<file path="src/rtl/sram_arb_pkg.sv">
// Shared definitions for the unified-memory SRAM arbiter: read-owner
// encoding, default geometry and the data-path width.
package sram_arb_pkg;

    localparam int DATA_W         = 32;
    localparam int ADDR_W_DEF     = 14;
    localparam int STARVE_MAX_DEF = 4;

    typedef enum logic [1:0] {
        OWN_NONE = 2'd0,
        OWN_IF   = 2'd1,
        OWN_DM   = 2'd2
    } owner_e;

endpackage

</file>
<file path="src/rtl/sram_arb_stat.sv">
// Performance counters for the SRAM arbiter: request conflicts and the
// stall cycles seen by each requester. Counters wrap naturally at 2^32.
module sram_arb_stat
    import sram_arb_pkg::*;
(
    input  logic              clk,
    input  logic              rst,
    input  logic              if_req,
    input  logic              dm_req,
    input  logic              if_gnt,
    input  logic              dm_gnt,
    output logic [DATA_W-1:0] stat_conflict,
    output logic [DATA_W-1:0] stat_if_stall,
    output logic [DATA_W-1:0] stat_dm_stall
);

    // Count conflict and stall cycles; everything clears while reset is held
    always_ff @(posedge clk) begin
        if (!rst) begin
            stat_conflict <= '0;
            stat_if_stall <= '0;
            stat_dm_stall <= '0;
        end else begin
            if (if_req && dm_req)
                stat_conflict <= stat_conflict + 32'd1;
            if (if_req && !if_gnt)
                stat_if_stall <= stat_if_stall + 32'd1;
            if (dm_req && !dm_gnt)
                stat_dm_stall <= stat_dm_stall + 32'd1;
        end
    end

endmodule

</file>
<file path="src/rtl/sram_arbiter.sv">
// Shares one synchronous single-port SRAM between the CPU fetch (IF) and
// data-memory (DM) ports. DM wins by default; after STARVE_MAX consecutive
// denied fetch cycles IF is forced to win once. Read data returns one cycle
// after the grant to whichever port owned that read.
// Optional build macro: SRAM_ARB_STAT_EN adds three performance counters.
module sram_arbiter
    import sram_arb_pkg::*;
#(
    parameter int ADDR_W     = ADDR_W_DEF,
    parameter int STARVE_MAX = STARVE_MAX_DEF
) (
    input  logic              clk,
    input  logic              rst,
    input  logic              if_req,
    input  logic [31:0]       if_addr,
    output logic              if_gnt,
    output logic              if_rvalid,
    output logic [DATA_W-1:0] if_rdata,
    input  logic              dm_req,
    input  logic [3:0]        dm_we,
    input  logic [31:0]       dm_addr,
    input  logic [DATA_W-1:0] dm_wdata,
    output logic              dm_gnt,
    output logic              dm_rvalid,
    output logic [DATA_W-1:0] dm_rdata,
    output logic [ADDR_W-1:0] sram_addr,
    output logic              sram_read,
    output logic [3:0]        sram_write,
    output logic [DATA_W-1:0] sram_di,
    input  logic [DATA_W-1:0] sram_do
`ifdef SRAM_ARB_STAT_EN
    ,
    output logic [DATA_W-1:0] stat_conflict,
    output logic [DATA_W-1:0] stat_if_stall,
    output logic [DATA_W-1:0] stat_dm_stall
`endif
);

    owner_e     rd_owner;
    logic [3:0] starve_cnt;
    logic       forced_if;

    // Upper address bits are intentionally dropped by the SRAM word address
    logic unused_addr_bits;
    assign unused_addr_bits = ^{if_addr[31:ADDR_W], dm_addr[31:ADDR_W]};

    assign forced_if = (starve_cnt == 4'(STARVE_MAX));

    // Pick the winner this cycle: DM unless fetch has starved long enough
    always_comb begin
        if_gnt = 1'b0;
        dm_gnt = 1'b0;
        if (rst) begin
            if (dm_req && !forced_if)
                dm_gnt = 1'b1;
            else if (if_req)
                if_gnt = 1'b1;
        end
    end

    // Steer the winner's address, strobes and data onto the SRAM port
    always_comb begin
        sram_addr  = '0;
        sram_read  = 1'b0;
        sram_write = 4'b0000;
        sram_di    = '0;
        if (dm_gnt) begin
            sram_addr  = dm_addr[ADDR_W-1:0];
            sram_read  = (dm_we == 4'b0000);
            sram_write = dm_we;
            sram_di    = dm_wdata;
        end else if (if_gnt) begin
            sram_addr  = if_addr[ADDR_W-1:0];
            sram_read  = 1'b1;
            sram_di    = dm_wdata;
        end
    end

    // Remember who owns next cycle's read data and track fetch starvation
    always_ff @(posedge clk) begin
        if (!rst) begin
            rd_owner   <= OWN_NONE;
            starve_cnt <= 4'd0;
        end else begin
            if (dm_gnt && (dm_we == 4'b0000))
                rd_owner <= OWN_DM;
            else if (if_gnt)
                rd_owner <= OWN_IF;
            else
                rd_owner <= OWN_NONE;

            if (!if_req || if_gnt)
                starve_cnt <= 4'd0;
            else if (starve_cnt < 4'(STARVE_MAX))
                starve_cnt <= starve_cnt + 4'd1;
        end
    end

    // A response in flight when reset arrives is dropped, so gate with rst
    assign if_rvalid = rst && (rd_owner == OWN_IF);
    assign dm_rvalid = rst && (rd_owner == OWN_DM);
    assign if_rdata  = sram_do;
    assign dm_rdata  = sram_do;

`ifdef SRAM_ARB_STAT_EN
    sram_arb_stat u_stat (
        .clk           (clk),
        .rst           (rst),
        .if_req        (if_req),
        .dm_req        (dm_req),
        .if_gnt        (if_gnt),
        .dm_gnt        (dm_gnt),
        .stat_conflict (stat_conflict),
        .stat_if_stall (stat_if_stall),
        .stat_dm_stall (stat_dm_stall)
    );
`endif

endmodule

</file>
<file path="config.mk">
export PLATFORM = sky130hd
export DESIGN_NAME = sram_arbiter
export DESIGN_NICKNAME = d
export VERILOG_FILES = /design/src/rtl/sram_arb_pkg.sv /design/src/rtl/sram_arb_stat.sv /design/src/rtl/sram_arbiter.sv
export SDC_FILE = /design/constraint.sdc
export NUM_CORES = 1
export LEC_CHECK = 0
export CAP_MARGIN = 10
export CORE_AREA = 2 2 100 102
export CTS_CLUSTER_DIAMETER = 200
export DETAILED_ROUTE_END_ITERATION = 7
export DIE_AREA = 0 0 102 104
export HOLD_SLACK_MARGIN = 0.06
export PLACE_DENSITY_LB_ADDON = 0.05
export SYNTH_ARGS = -nofsm -noshare
export SYNTH_HDL_FRONTEND = slang
export SYNTH_SLANG_ARGS = --single-unit
export TNS_END_PERCENT = 30
</file>
<file path="constraint.sdc">
create_clock -name clk -period 2.7 [get_ports clk]
set_input_delay 0.675 -clock clk [delete_from_list [all_inputs] [get_ports clk]]
set_output_delay 0.675 -clock clk [all_outputs]
set_load 0.1 [all_outputs]
</file>
# --- After elaboration in Yosys (flattened, before gate mapping) ---
# Index checks and enable logic that the tools add are counted.
op_classes:
  eq_ne: 3
  bitwise_logic: 1
  addsub: 1
  n_reduce_logical: 10
  magnitude_cmp: 1
  mux: 14
ops:
  columns: ["operator", "n"]
  rows:
  - ["$mux 32", 2]
  - ["$mux 14", 2]
  - ["$mux 1", 8]
  - ["$add 4x1->4 const B", 1]
  - ["$eq 4x3->1 const B", 1]
  - ["$logic_and 1x1->1", 4]
  - ["$logic_not 4->1", 1]
  - ["$lt 4x3->1 const B", 1]
  - ["$mux 4", 1]
  - ["$reduce_or 2->1", 2]
  - ["$eq 2x1->1 const B", 1]
  - ["$eq 2x2->1 const B", 1]
  - ["$logic_not 1->1", 2]
  - ["$mux 2", 1]
  - ["$logic_or 1x1->1", 1]
  - ["$not 1->1", 1]
totals:
  register_bits: 6
  out_inout_bits: 119
  input_bits: 136
  wordCells: 33

# --- Longest topological paths before layout ---
# Gate-level depths: netlist of run 1.
depth:
  word_depth: 7
  depth_mapped: 7
  mapped_depth_nobuf: 6

# --- Least setup slack after synthesis of run 1 ---
# No wires, ideal clock.
synth_path:
  path_kind: "input to output"
  startpoint: "input port dm_we[2]"
  endpoint: "output port sram_read"
  setup_slack_ps: -613
  stages: 2
  t_required_ps: 2025
  path_buffers: 0
  t_arrival_ps: 2638
  path_cell_list: "or4_1 -> o21bai_1"
synth_via:
  elab_chain_cells: 2
synth_rtl:
  columns: ["element", "line_no", "text"]
  rows:
  - ["start: declaration", "sram_arbiter.sv:20", "input logic [3:0] dm_we,"]
  - ["$logic_not 4->1", "sram_arbiter.sv:69", "sram_read = (dm_we == 4'b0000);"]
  - ["$mux 1", "sram_arbiter.sv:67", "if (dm_gnt) begin"]
  - ["end: declaration", "sram_arbiter.sv:27", "output logic sram_read,"]
# No other way between the ends.

# --- Worst setup path in the final report of run 1 ---
layout_path:
  startpoint: "input port dm_we[1]"
  endpoint: "output port sram_read"
# Same word-level chain as after synthesis.

==> results of run 1 <==
[metrics by stage]
stage	area, um2	total power [mW]
4_1_cts	2793	0.9372
6_report	2804	0.9245
2_1_floorplan	1231	0.9190
5_1_grt	2804	0.9571
3_5_place_dp	2739	0.7948
3_3_place_gp	2739	0.7959
[routing by layer]
metal	share of wire	vias to the layer above
met1	0.34	514
met5	0	-
met4	0.023	0
li1	-	594
met2	0.45	111
met3	0.18	14
[report_power, final]
part / leakage, nW / internal (mW) / total (mW) / switching (mW)
Combinational: 1.14 / 0.289 / 0.699 / 0.410
Sequential: 0.0487 / 0.0907 / 0.0919 / 0.00115
Clock: 0.0216 / 0.0957 / 0.134 / 0.0380
[critical path, cell delays in order]
cell             delay, ns
clkdlybuf4s50_1       0.43
or4_4                 0.55
o21bai_4              0.15
buf_12                0.19
[state kept, by name, summed over array words and instances (netlist names)]
| name | flops |
|---|---|
| starve_cnt | 4 |
| rd_owner | 2 |
[worst min path at each step]
stage / startpoint / endpoint / slack (ns)
floorplan: starve_cnt[3] / starve_cnt[3] / 0.45
global placement: starve_cnt[3] / starve_cnt[3] / 0.47
detailed placement: starve_cnt[3] / starve_cnt[3] / 0.47
CTS: starve_cnt[3] / starve_cnt[3] / 0.47
global route: starve_cnt[3] / starve_cnt[3] / 0.52
finish: starve_cnt[3] / starve_cnt[3] / 0.47
[final cells by class]
class,instances,area share
flip-flops and latches,6,0.04284
repair buffers,133,0.6751
inverters,4,0.007140
well taps,133,0.05935
clock buffers,3,0.01473
multi-input cells,73,0.2008
[cells by family (layout without fill, tap and decap cells)]
group,Yosys count,count (layout)
buffers and inverters,76,140
AO/OA/AOI/OAI,19,19
adder cells (fa/ha/maj),2,2
multiplexers,1,1
flip-flops,6,6
XOR/XNOR,1,1
AND/OR/NAND/NOR,50,50
[timing repair]
| action | 4_1_cts | 5_1_grt |
|---|---|---|
| gates resized for setup | 4 | 2 |
| endpoints found under the setup margin | 21 | 15 |
| pin swaps | 1 | 0 |
| hold endpoints to repair | 0 | 0 |
[cells in the final DEF (no fill, tap or decap), drive strengths merged, types with 2 or more instances in the layout]
master / synthesis / layout
nor2: 3 / 3
ha: 2 / 2
inv: 4 / 4
buf: 71 / 66
dfxtp: 6 / 6
a22o: 14 / 14
clkdlybuf4s50: 0 / 65
nor3: 4 / 4
a21oi: 3 / 3
clkbuf: 1 / 3
nand2: 3 / 3
and3: 32 / 32
and2: 4 / 4
==> reports/qor.csv, run 1 <==
stage,metric,value,unit
global_route,GRT Total Usage,0.07647,
critical_path,type of the worst setup path,in -> out,
sta,minimum clock period after layout,2.665,ns
sta,Slew headroom,0.8388,
global_route,vias in the first global route,1322,
sta,Setup TNS Final,0,ns
cells_and_area,Fillers,1018,
power_and_ir_drop,Leak,1.209,nW
global_route,GR Overflow Total,0,
yosys,Post-synth top cells,"64 x buf_4, 32 x and3_1, 14 x a22o_1",
routing,Final ANT Viol Nets,0,
power_and_ir_drop,P per Cell Area,329.7,nW/um2
critical_path,arrival time at the worst endpoint,1.99,ns
floorplanning,Core Rows,36,
clock_network,Sink Count,6,
critical_path,path depth of the worst reg2reg path,6,
clock_network,clk buf depth,2,
clock_network,"CTS clk-pin slew, worst paths",0.04,ns
yosys,Synth Area in XOR/XNOR,0.007150,
yosys,Synth Area in Compound Gates,0.1399,
cells_and_area,Final #Nets,359,
floorplanning,Die Width,102,um
placed_design,global placement routability congestion,0.6445,
global_route,largest net degree at the start of global routing,25,
clock_network,"Clk Latency, worst-skew pair",0.22,ns
clock_network,Post-CTS Setup Inserts,0,
critical_path,R2R Setup Slk,1.47,ns
sta,Slew Limit Fails,0,
global_route,GR Util met1,0.07433,
yosys,mux contribution to synthesized area,0.008172,
sta,# setup viols final,0,
routing,Post-Route WL,4299,um
cells_and_area,Ant. Diodes,0,
yosys,syn avg cell area,7.903,um2
sta,Hold Worst Slack,0.4701,ns
critical_path,Reg-to-Reg End,rd_owner[1],
routing,post-detailed-route wirelength per cell,12.21,um
global_route,met3 Usage GRT,0.05242,
routing,DRT Pass-1 Iters,4,
cells_and_area,Register Area,120.1,um2
routing,1st-iter DRT viols,37,
critical_path,RR Startpoint,starve_cnt[0],
critical_path,crit start category,input port,
global_route,global-route wire length before repair,6437,um
yosys,cell count after synthesis,155,
yosys,synthesis warning total,0,
sta,Final WS setup,0.03489,ns
yosys,"Distinct cells, synth",25,
clock_network,Hold Buf Count CTS,0,
cells_and_area,Multi-input gate area,563.0,um2
yosys,post-synth top area share,0.3922,
critical_path,Worst EP required,2.03,ns
global_route,met2 Use GR,0.1245,
clock_network,TritonCTS clock tree,built,
clock_network,CTS buffer count,3,
cells_and_area,utilization after layout,0.2936,
flow_run,max cap viols,0,
placed_design,Setup WS pre-CTS,-0.08308,ns
critical_path,crit path from,dm_we[1],
sta,Max Clock Skew,0.001451,ns
clock_network,root buffer cell,clkbuf_8,
floorplanning,Die Ht,104,um
cells_and_area,area delta synth->final,128.9,%
placed_design,dpl hpwl,3714,um
yosys,largest cells by area after synthesis,"buf_4 39%, and3_1 16%, a22o_1 10%, dfxtp_1 9.8%, buf_6 4.6%",
yosys,Synth Register Bits,6,
yosys,asr flop ratio synth,0,
yosys,part of the Yosys area used for sequential elements,0.09806,
floorplanning,core outline area,9549,um2
yosys,"Top FF cell, synth",dfxtp_1,
placed_design,placed insts,349,
cells_and_area,fraction of layout cells with a size suffix above 1,0.3607,
sta,Highest Clock Rate,375.2,MHz
yosys,post-synth top area cell,buf_4,
routing,vias per std cell,3.503,
yosys,simple-gate share of the synthesized area,0.2625,
power_and_ir_drop,worst vdd ir,0.0001154,V
yosys,Synth Area in Adders,0.02043,
yosys,largest family of logic cells by synthesized area,buffers and inverters,
sta,Least-Margin Pin Slew,0.2418,ns
routing,via count,1233,
critical_path,Critical Path End,sram_read,
yosys,Mapped Area,1225,um2
worst_hold_path,hold path depth,2,
placed_design,I/O Buffers,122,
sta,"Period Utilization, post-route",0.9871,
floorplanning,initial core utilization,0.1283,
sta,Fin. Hold Viols,0,
floorplanning,I/O pins,255,
yosys,"EDFF count, synth",0,
worst_hold_path,HP Class,reg -> reg,
global_route,antenna violations before repair,0,
routing,# DRC,0,
clock_network,CTS HTree Levels,1,
critical_path,Crit Path Max Fanout,2,
global_route,most utilized layer in the global route result,met2,
outcome,status,completed,
floorplanning,Die Area,10610,um2
yosys,syn nets,293,
sta,RSZ-0062 raised after global routing,yes,
cells_and_area,final non-filler cell total,352,
critical_path,CP endpoint kind,primary output,
yosys,most common cell in the netlist,buf_4,
Note: power is estimated with default switching activity, not from simulation.
==> inputs of run 2 (changes only) <==
ABC_AREA = 1   (was default)
HOLD_SLACK_MARGIN = default   (was 0.06)
clock period = 3.3 ns   (was 2.7 ns; I/O delays follow)
==> run 2 against run 1 <==
  * Routed wire length is 47% higher
  * Global-route usage is 4.0 points higher
  * Sequential power is 19% lower
  * Register-to-register slack better by 0.32 ns
  * Non-clock buffer count is 1 lower
  * Synthesized cell count is 76% higher
  * Setup slack better by 0.26 ns
  * Clock power is 19% lower
  * Flip-flop and latch count stayed put
  * First-iteration DRC count is 110% higher
  * Critical endpoint is now sram_addr[3]
==> reports/qor.csv, run 2 <==
stage,metric,value,unit,change
sta,Setup TNS Final,0,ns,unchanged
routing,Final ANT Viol Nets,0,,unchanged
yosys,largest cells by area after synthesis,"buf_4 30%, nand4_1 18%, nand3_1 15%, nand2_1 12%, dfxtp_1 7.4%",,
yosys,most common cell in the netlist,buf_4,,
sta,Highest Clock Rate,332.3,MHz,
routing,1st-iter DRT viols,76,,+110%
placed_design,"Cell Area, Placed",3028,um2,+11%
global_route,GR Overflow Total,0,,unchanged
routing,WL met3,695,um,-13%
yosys,Post-synth top cells,"66 x buf_4, 51 x nand2_1, 49 x nand3_1",,
yosys,asr flop ratio synth,0,,unchanged
critical_path,Crit path depth,7,,+3
cells_and_area,fraction of layout cells with a size suffix above 1,0.2320,,-0.1288
yosys,"EDFF count, synth",0,,unchanged
yosys,post-synth top area share,0.3044,,-0.08786
critical_path,Critical Path End,sram_addr[3],,
yosys,mux contribution to synthesized area,0,,-0.008172
yosys,synthesis warning total,0,,unchanged
floorplanning,Die Area,10610,um2,unchanged
global_route,antenna violations before repair,0,,unchanged
floorplanning,Die Ht,104,um,unchanged
critical_path,path depth of the worst reg2reg path,6,,unchanged
sta,Slew Limit Fails,0,,unchanged
critical_path,arrival time at the worst endpoint,2.18,ns,+0.19 ns
critical_path,slowest cell on the critical path,clkdlybuf4s50_1,,
critical_path,CP endpoint kind,primary output,,
yosys,syn nets,411,,+40%
placed_design,I/O Buffers,122,,unchanged
critical_path,"Largest stage delay, worst path",0.45,ns,-0.10 ns
power_and_ir_drop,P per Cell Area,267.3,nW/um2,-19%
yosys,Synth Area in Compound Gates,0.009224,,-0.1307
global_route,global-route wire length before repair,10190,um,+58%
placed_design,dpl hpwl,4628,um,+25%
clock_network,Hold Buf Count CTS,0,,unchanged
critical_path,Reg-to-Reg End,starve_cnt[3],,
yosys,simple-gate share of the synthesized area,0.4835,,+0.2210
critical_path,Worst EP required,2.47,ns,+0.44 ns
yosys,Mapped Area,1628,um2,+33%
sta,Max Clock Skew,0.001335,ns,-0.0001165 ns
clock_network,TritonCTS clock tree,built,,
global_route,GRT Total Usage,0.1162,,+0.03971
global_route,vias in the first global route,2004,,+52%
yosys,largest family of logic cells by synthesized area,simple AND/OR/NAND/NOR gates,,
sta,minimum clock period after layout,3.010,ns,
clock_network,"CTS clk-pin slew, worst paths",0.03,ns,about the same
cells_and_area,"most common cell after layout, fill and taps aside",clkdlybuf4s50_1,,
critical_path,buffers and inverters on the worst path,4,,+2
critical_path,crit start category,input port,,
clock_network,clk buf depth,2,,unchanged
cells_and_area,most frequent cells in the layout,"65 x clkdlybuf4s50_1, 57 x buf_12, 50 x nand2_1",,
cells_and_area,Ant. Diodes,0,,unchanged
placed_design,global placement routability congestion,0.6994,,+8.5%
cells_and_area,largest reg by FF count,starve_cnt,,
clock_network,CTS buffer count,3,,unchanged
sta,# setup viols final,0,,unchanged
critical_path,crit path from,if_req,,
cells_and_area,Regs by FF count,"starve_cnt (4), rd_owner (2)",,
cells_and_area,Final #Nets,459,,+28%
floorplanning,I/O pins,255,,unchanged
power_and_ir_drop,Leak,1.347,nW,+11%
critical_path,crit path cell chain,"clkdlybuf4s50_1, nand2_1, inv_2, buf_12, nand3_1, nand2_1, buf_12",,
critical_path,R2R Setup Slk,1.79,ns,+0.32 ns
routing,DR WL met2,2766,um,+42%
worst_hold_path,HP Class,reg -> reg,,
outcome,status,completed,,
sta,Fin. Hold Viols,0,,unchanged
flow_run,max cap viols,0,,unchanged
sta,"Period Utilization, post-route",0.9120,,
cells_and_area,utilization after layout,0.3214,,+0.02778
clock_network,CTS HTree Levels,1,,unchanged
power_and_ir_drop,worst vdd ir,0.0001018,V,-12%
sta,Slew headroom,0.7832,,-0.05559
yosys,"Distinct cells, synth",16,,-36%
clock_network,Post-CTS Setup Inserts,0,,unchanged
floorplanning,Core Rows,36,,unchanged
critical_path,type of the worst setup path,in -> out,,
routing,via count,1939,,+57%
cells_and_area,fin area,3069,um2,+9.5%
yosys,syn avg cell area,5.963,um2,-25%
floorplanning,initial core utilization,0.1705,,+0.04219
cells_and_area,max FFs per register,4,,unchanged
routing,DRT Pass-1 Iters,4,,unchanged
critical_path,RR Startpoint,starve_cnt[0],,
yosys,cell count after synthesis,273,,+76%
routing,# DRC,0,,unchanged
floorplanning,Die Width,102,um,unchanged
sta,RSZ-0062 raised after global routing,no,,
floorplanning,core outline area,9549,um2,unchanged
routing,highest metal used,met4,,
cells_and_area,area delta synth->final,88.55,%,
routing,vias per std cell,4.290,,+22%
global_route,largest net degree at the start of global routing,49,,+96%
yosys,part of the Yosys area used for sequential elements,0.07379,,-0.02427
routing,M1 WL,2710,um,+86%
yosys,Synth Register Bits,6,,unchanged
clock_network,"Clk Latency, worst-skew pair",0.22,ns,about the same
yosys,Synth Area in Adders,0.01537,,-0.005056
critical_path,"delay-heaviest family, CP",buffers and inverters,,
sta,Hold Worst Slack,0.4711,ns,+0.001010 ns
yosys,Synth Area in XOR/XNOR,0.005380,,-0.001770
yosys,"Top FF cell, synth",dfxtp_1,,
routing,post-detailed-route wirelength per cell,13.96,um,+14%
routing,Post-Route WL,6311,um,+47%
clock_network,post_cts resized,0,,-4
sta,Least-Margin Pin Slew,0.3240,ns,+0.08224 ns
clock_network,Sink Count,6,,unchanged
critical_path,Crit Path Max Fanout,34,,+32
yosys,post-synth top area cell,buf_4,,
clock_network,root buffer cell,clkbuf_8,,
-- run 2: cell types whose count changed after synthesis, moves of 11 or more --
| cell | previous run | this run |
|---|---|---|
| nand3_1 | 0 | 49 |
| nand2_1 | 2 | 51 |
| buf_2 | 2 | 15 |
| nor2_1 | 3 | 14 |
| a22o_1 | 14 | 0 |
| and3_1 | 32 | 0 |
| nand4_1 | 0 | 46 |
-- run 2: cell families (layout without fill, tap and decap cells) --
family	count (synthesis)	after routing
AND/OR/NAND/NOR	161	161
buffers and inverters	100	146
flip-flops	6	6
AO/OA/AOI/OAI	3	3
adder cells (fa/ha/maj)	2	2
XOR/XNOR	1	1
-- run 2: cell type report --
class                           count  area (um2)
Fill cell                        1017        6480
Timing Repair Buffer              132        1862
Multi-Input combinational cell    167       838.3
Tap cell                          133       166.4
Sequential cell                     6       120.1
Clock buffer                        3       41.29
Inverter                           11       41.29
-- run 2: worst min path at each step --
stage,end,cells past startpoint,from
5_1_grt,starve_cnt[3],2,starve_cnt[3]
4_1_cts,starve_cnt[3],2,starve_cnt[3]
3_3_place_gp,starve_cnt[3],2,starve_cnt[3]
3_5_place_dp,starve_cnt[3],2,starve_cnt[3]
6_report,starve_cnt[3],2,starve_cnt[3]
2_1_floorplan,starve_cnt[3],2,starve_cnt[3]
-- run 2: report_power, final --
part / switching (mW) / internal (mW) / total, mW
sequential: 0.000603 / 0.0742 / 0.0748
clock: 0.0311 / 0.0783 / 0.109
combinational: 0.395 / 0.241 / 0.636
total: 0.426 / 0.394 / 0.820
-- run 2: worst register-to-register path, stage by stage, from the launching register on --
cell and delay, ns:
dfxtp_1 0.32, inv_1 0.07, ha_1 0.21, nand3_2 0.20, buf_4 0.32, nand3_1 0.20, nor2_1 0.12
-- run 2: through the flow --
step | power, mW | setup WS, ns | cells
floorplan | 0.7987 | -0.01476 | 273
global placement | 0.7156 | 0.2743 | 449
detailed placement | 0.7160 | 0.2672 | 449
CTS | 0.8283 | 0.2685 | 452
global route | 0.8543 | 0.1693 | 452
finish | 0.8204 | 0.2903 | 452
-- run 2: per-layer routing --
metal | track usage | up-vias
met4 | 0.03810 | 0
met3 | 0.03360 | 21
met5 | 0 | -
met2 | 0.1800 | 91
met1 | 0.1534 | 863
li1 | - | 964
